$ cat config.mk
export PLATFORM = sky130hd
export DESIGN_NAME = dmem_responder
export DESIGN_NICKNAME = d
export VERILOG_FILES = /design/src/rtl/dmem_pkg.sv /design/src/rtl/dmem_array.sv /design/src/rtl/dmem_responder.sv
export SDC_FILE = /design/constraint.sdc
export NUM_CORES = 2
export LEC_CHECK = 0
export ABC_CLOCK_PERIOD_IN_PS = 11200
export BUFFER_PORTS_ARGS = -buffer_cell sky130_fd_sc_hd__buf_4
export CORE_UTILIZATION = 47
export CTS_CLUSTER_SIZE = 16
export DETAILED_ROUTE_END_ITERATION = 12
export GPL_TIMING_DRIVEN = 0
export PLACE_DENSITY = 0.69
export REMOVE_ABC_BUFFERS = 1
export SYNTH_ARGS = -nofsm -noshare
export SYNTH_HDL_FRONTEND = slang
export SYNTH_SLANG_ARGS = --single-unit
$ cat constraint.sdc
create_clock -name clk -period 11.2 [get_ports clk]
set_input_delay 1.12 -clock clk [delete_from_list [all_inputs] [get_ports clk]]
set_output_delay 1.12 -clock clk [all_outputs]
set_load 0.02 [all_outputs]
$ cat src/rtl/dmem_pkg.sv
// rtl/dmem_pkg.sv - MMIO offsets and address-region decode for dmem_responder
package dmem_pkg;

   localparam logic [31:0] OFF_TOHOST  = 32'h0000_0000;
   localparam logic [31:0] OFF_CYC_LO  = 32'h0000_0004;
   localparam logic [31:0] OFF_CYC_HI  = 32'h0000_0008;
   localparam logic [31:0] OFF_SCRATCH = 32'h0000_000C;

   typedef enum logic [2:0] {
      REG_RAM,
      REG_TOHOST,
      REG_CYC_LO,
      REG_CYC_HI,
      REG_SCRATCH,
      REG_UNMAPPED
   } region_t;

   // Decode on the word-aligned address so a misaligned access still names the
   // region it falls in; RAM takes priority if the MMIO window overlaps it.
   function automatic region_t decode_region(input logic [31:0] addr,
                                             input logic [31:0] mmio_base,
                                             input logic [31:0] ram_bytes);
      logic [31:0] word_addr;
      region_t     region;
      word_addr = {addr[31:2], 2'b00};
      region    = REG_UNMAPPED;
      if (word_addr < ram_bytes)
         region = REG_RAM;
      else if (word_addr == mmio_base + OFF_TOHOST)
         region = REG_TOHOST;
      else if (word_addr == mmio_base + OFF_CYC_LO)
         region = REG_CYC_LO;
      else if (word_addr == mmio_base + OFF_CYC_HI)
         region = REG_CYC_HI;
      else if (word_addr == mmio_base + OFF_SCRATCH)
         region = REG_SCRATCH;
      return region;
   endfunction

endpackage

$ cat src/rtl/dmem_array.sv
// rtl/dmem_array.sv - word RAM with asynchronous read and synchronous write
module dmem_array #(
   parameter int RAM_WORDS = 64
) (
   input  logic                         clk,
   input  logic                         we,
   input  logic [$clog2(RAM_WORDS)-1:0] addr,
   input  logic [31:0]                  wdata,
   output logic [31:0]                  rdata
);

   logic [31:0] mem [RAM_WORDS];

   // Contents are deliberately not reset so a test image survives a CPU reset.
   always_ff @(posedge clk) begin
      if (we)
         mem[addr] <= wdata;
   end

   assign rdata = mem[addr];

endmodule

$ cat src/rtl/dmem_responder.sv
// rtl/dmem_responder.sv - data-memory responder with RAM, TOHOST/SCRATCH MMIO and fault capture; optional DMEM_CYCLE_COUNTER_EN
module dmem_responder
   import dmem_pkg::*;
#(
   parameter int          RAM_WORDS   = 64,
   parameter logic [31:0] TOHOST_ADDR = 32'h8000_0000
) (
   input  logic        clk,
   input  logic        rst_n,
   input  logic [31:0] memory_address,
   input  logic [31:0] memory_write,
   input  logic        memory_we,
   output logic [31:0] memory_out,
   output logic        halted,
   output logic [31:0] halt_code,
   output logic        fault,
   output logic [31:0] fault_addr
);

   localparam int          AW        = $clog2(RAM_WORDS);
   localparam logic [31:0] RAM_BYTES = 32'(RAM_WORDS * 4);

   region_t     region;
   logic        misaligned;
   logic        mapped;
   logic        illegal;
   logic        wr_ok;
   logic        ram_we;
   logic [31:0] ram_rdata;
   logic [31:0] scratch;
   logic [31:0] cyc_lo;
   logic [31:0] cyc_hi;

   assign region     = decode_region(memory_address, TOHOST_ADDR, RAM_BYTES);
   assign misaligned = |memory_address[1:0];
   assign mapped     = (region != REG_UNMAPPED);

   // Misaligned writes are always illegal; misaligned reads only when mapped.
   // Unmapped and counter writes are illegal, unmapped reads just return 0.
   assign illegal = rst_n &
                    ((misaligned & (memory_we | mapped)) |
                     (memory_we & ((region == REG_UNMAPPED) ||
                                   (region == REG_CYC_LO)   ||
                                   (region == REG_CYC_HI))));

   assign wr_ok  = rst_n & memory_we & ~halted & ~illegal;
   assign ram_we = wr_ok & (region == REG_RAM);

   dmem_array #(
      .RAM_WORDS (RAM_WORDS)
   ) u_array (
      .clk   (clk),
      .we    (ram_we),
      .addr  (memory_address[AW+1:2]),
      .wdata (memory_write),
      .rdata (ram_rdata)
   );

   always_ff @(posedge clk) begin
      if (!rst_n) begin
         halted     <= 1'b0;
         halt_code  <= 32'h0;
         fault      <= 1'b0;
         fault_addr <= 32'h0;
         scratch    <= 32'h0;
      end else begin
         if (wr_ok && (region == REG_TOHOST)) begin
            halted    <= 1'b1;
            halt_code <= memory_write;
         end
         if (wr_ok && (region == REG_SCRATCH))
            scratch <= memory_write;
         // Only the first offending address is kept for post-mortem.
         if (illegal && !fault) begin
            fault      <= 1'b1;
            fault_addr <= memory_address;
         end
      end
   end

`ifdef DMEM_CYCLE_COUNTER_EN
   logic [63:0] cycle_cnt;

   always_ff @(posedge clk) begin
      if (!rst_n)
         cycle_cnt <= 64'h0;
      else if (!halted)
         cycle_cnt <= cycle_cnt + 64'h1;
   end

   assign cyc_lo = cycle_cnt[31:0];
   assign cyc_hi = cycle_cnt[63:32];
`else
   assign cyc_lo = 32'h0;
   assign cyc_hi = 32'h0;
`endif

   always_comb begin
      memory_out = 32'h0;
      case (region)
         REG_RAM:     memory_out = ram_rdata;
         REG_TOHOST:  memory_out = halt_code;
         REG_CYC_LO:  memory_out = cyc_lo;
         REG_CYC_HI:  memory_out = cyc_hi;
         REG_SCRATCH: memory_out = scratch;
         default:     memory_out = 32'h0;
      endcase
   end

endmodule

==> out/metrics.csv <==
stage,metric,value,unit
critical_path,worstSetupEndpointType,output port,
routing,firstDrtPassIters,7,
global_routing,grt.overflow.total,0,
routing,drc,0,
cts,cts.repair.resized,0,
synth,number_of_enable_type_register_cells_in_the_synthesized_netlist,2048,
routing,detail_route.vias_per_cell,6.85,
placed_design,place_congestion,0.853,
cts,cts_htree_levels,4,
cts,cts.root.buffer_cell,sky130_fd_sc_hd__clkbuf_16,
min_path,min_path_type,reg -> reg,
cts,numClockSinks,2146,
cts,tritoncts,built,
global_routing,grt_max_degree,107,
cells_and_area,fillers,13311,
routing,number_of_antenna_violating_nets_in_the_routed_design,0,
cts,cts_made_buffers,204,
placed_design,detailedPlacementHpwl,157000,um
sta,timing_max_transition_violations_final,41,
critical_path,critical_path.startpoint_type,input pin,
sta,period_utilization,70.6,%
sta,setup_viol,0,
critical_path,r2r.worst_path.cells,6,
routing,number_of_vias_in_the_routed_layout,51299,
critical_path,timing.setup.critical_path_class,in -> out,
synth,synth.most_common_cell,sky130_fd_sc_hd__edfxtp_1,
cells_and_area,design_area,0.0953,mm^2
critical_path,worst-r2r-setup-slack,7.42,ns
cts,ctsLongestPathBuffers,3,
cts,cts_post_setup_buffers_inserted,0,
synth,post_synth_instance_area,0.0832,mm^2
cts,cts.reportedPaths.clkPinSlew,0.06,ns
die,num_rows,154,
job,timing.max_cap.violations,4,
synth,synth_top_cells_by_area,"sky130_fd_sc_hd__edfxtp_1, sky130_fd_sc_hd__mux2_2, sky130_fd_sc_hd__mux4_2",
synth,post_synth_inst_count,4807,
sta,max_freq,0.126,GHz
critical_path,critical_path_at,6.79,ns
synth,post_synth_num_cell_types,77,
synth,yosys_register_bits,2146,
cts,worst_skew_pair.late_latency,0.86,ns
outcome,failing_checks,"max-capacitance violations, max-slew violations",
pwr,p_leak,0.0299,uW
critical_path,crit_required,10.08,ns
synth,synth_top_area_share,73.9,%
cells_and_area,design.final.nets,5031,
sta,timing.clock.skew,0.0322,ns
cells_and_area,layout.cells.non_filler,7493,
pwr,report.power.total,16400,uW
critical_path,regToRegStartpoint,halted,
critical_path,r2r-end,u_array.mem[47][26],
placed_design,io_buffers,164,
cts,hold_buf_cts,0,
cells_and_area,post_route_cells_drive_above_1_share,19.9,%
outcome,outcome,"finished, violations left",
die,core_area,0.176,mm^2
pwr,worst_ir_drop_vdd,0.188,mV
synth,ys_dominant_reg_cell,sky130_fd_sc_hd__edfxtp_1,
synth,synth_largest_area_cell,sky130_fd_sc_hd__edfxtp_1,
critical_path,critical_path_peak_fanout,71,
synth,synth_area_per_cell,17.3,um^2
synth,postSynth.asyncResetShare,0,%
synth,synth_warnings,0,
sta,setup_slack,3.29,ns
routing,routed_wl,275000,um
synth,synthTopCellsByCount,"sky130_fd_sc_hd__edfxtp_1, sky130_fd_sc_hd__o22ai_1, sky130_fd_sc_hd__nand2_1",
global_routing,grtUsageTotal,30.1,%
placed_design,place_area,0.0888,mm^2
sta,post-route-min-period,7.91,ns
sta,grt_setup_unrepaired,false,
global_routing,antenna_violations_before_repair,21,
sta,worst_margin_slew,1.55,ns
min_path,min_delay_worst_endpoint,fault_addr[3],
die,die_width,423,um
min_path,min-delay-start,fault_addr[3],
routing,iter_0_drt_violations,9462,
die,pin_count,165,
global_routing,grt_pass1_vias,48115,
die,floorplan.die.height,423,um
pwr,power.density,172,mW/mm^2
sta,final-hold-violation-count,0,
sta,maxSlewHeadroom,-4.07,%
placed_design,preCtsSetupSlack,3.61,ns
die,floorplan.initialDensity,47.3,%
cells_and_area,areaGrowthSynthToFinish,14.5,%
synth,synth_seq_area_share,76.3,%
die,die_area,0.179,mm^2
routing,routedWlPerCell,36.6,um
min_path,min_delay_path_depth,2,
global_routing,grt_pass1_wl,375000,um
placed_design,dp_cells,7097,
registers in the layout, summed over array words and instances, names as in the netlist:
register / count
u_array.mem: 2048
fault_addr: 32
fault: 1
scratch: 32
halted: 1
halt_code: 32
kinds of logic after synthesis:
group           synth area share (%)
mux                             8.36
simple gates                    3.13
buf+inv                         2.64
flops                           76.3
compound gates                  9.61
final cells by class:
| type | count | area [um^2] | area share (%) |
|---|---|---|---|
| well taps | 2340 | 2930 | 3.07 |
| diodes | 17 | 42.5 | 0.0447 |
| clock buffers | 265 | 5380 | 5.65 |
| clock inverters | 113 | 995 | 1.04 |
| flip-flops and latches | 2146 | 63500 | 66.6 |
| inverters | 9 | 51.3 | 0.0538 |
| repair buffers | 297 | 4190 | 4.39 |
| multi-input cells | 2306 | 18200 | 19.1 |
report_power, final:
group	switching, uW	total (uW)	internal (uW)
combinational	669	932	263
clock	3030	6670	3640
sequential	4.45	8790	8790
per-layer routing:
metal | track usage, % | wire length, um | vias up
li1 | - | - | 19930
met1 | 39.1 | 94500 | 25909
met2 | 44.7 | 122000 | 4532
met3 | 8.68 | 39300 | 920
met4 | 18.4 | 18700 | 8
met5 | 0 | 58 | -
worst max path at each step:
| stage | startpoint | endpoint | slack [ns] |
|---|---|---|---|
| after floorplan | memory_address[2] | memory_out[10] | 4.96 |
| after global placement | memory_address[2] | memory_out[2] | -5.62 |
| after detailed placement | memory_address[3] | memory_out[19] | 3.61 |
| after CTS | memory_address[3] | memory_out[19] | 3.59 |
| after global routing | memory_address[3] | memory_out[19] | 3.53 |
| final | memory_address[3] | memory_out[19] | 3.29 |
critical path, stage by stage:
cell and delay [ns]:
sky130_fd_sc_hd__buf_8 0.31, sky130_fd_sc_hd__buf_16 0.35, sky130_fd_sc_hd__buf_16 0.34, sky130_fd_sc_hd__buf_16 0.35, sky130_fd_sc_hd__or3b_1 1.04, sky130_fd_sc_hd__o22ai_1 0.23
sky130_fd_sc_hd__a211oi_1 0.59, sky130_fd_sc_hd__o221ai_1 0.36, sky130_fd_sc_hd__a311o_1 0.47, sky130_fd_sc_hd__o32ai_1 1.13, sky130_fd_sc_hd__buf_4 0.30
stage by stage:
step,hold slack (ns),util (%),TNS [ns]
floorplan,0.437,-,0
global placement,0.442,48.4,-6640.70
CTS,0.455,54.1,0
global route,0.472,54.1,0
finish,0.456,54.2,0
detailed placement,0.447,50.5,0
cell usage in the layout (no fill, tap or decap), types with 31 or more instances in the layout:
cell type / count
sky130_fd_sc_hd__clkinv_1: 43
sky130_fd_sc_hd__o221ai_1: 176
sky130_fd_sc_hd__mux2_2: 222
sky130_fd_sc_hd__a221oi_1: 47
sky130_fd_sc_hd__nor2_1: 124
sky130_fd_sc_hd__clkbuf_1: 56
sky130_fd_sc_hd__dfxtp_1: 98
sky130_fd_sc_hd__buf_4: 161
sky130_fd_sc_hd__clkbuf_16: 204
sky130_fd_sc_hd__edfxtp_1: 2048
sky130_fd_sc_hd__a211oi_1: 31
sky130_fd_sc_hd__nand2_1: 300
sky130_fd_sc_hd__a22oi_1: 66
sky130_fd_sc_hd__buf_12: 70
sky130_fd_sc_hd__mux4_2: 103
sky130_fd_sc_hd__mux2i_1: 206
sky130_fd_sc_hd__o21ai_0: 125
sky130_fd_sc_hd__o22ai_1: 318
sky130_fd_sc_hd__a21oi_1: 207
sky130_fd_sc_hd__clkinv_2: 34
sky130_fd_sc_hd__buf_16: 49
sky130_fd_sc_hd__nor2_4: 67
Power figures use the tool's default switching activity.
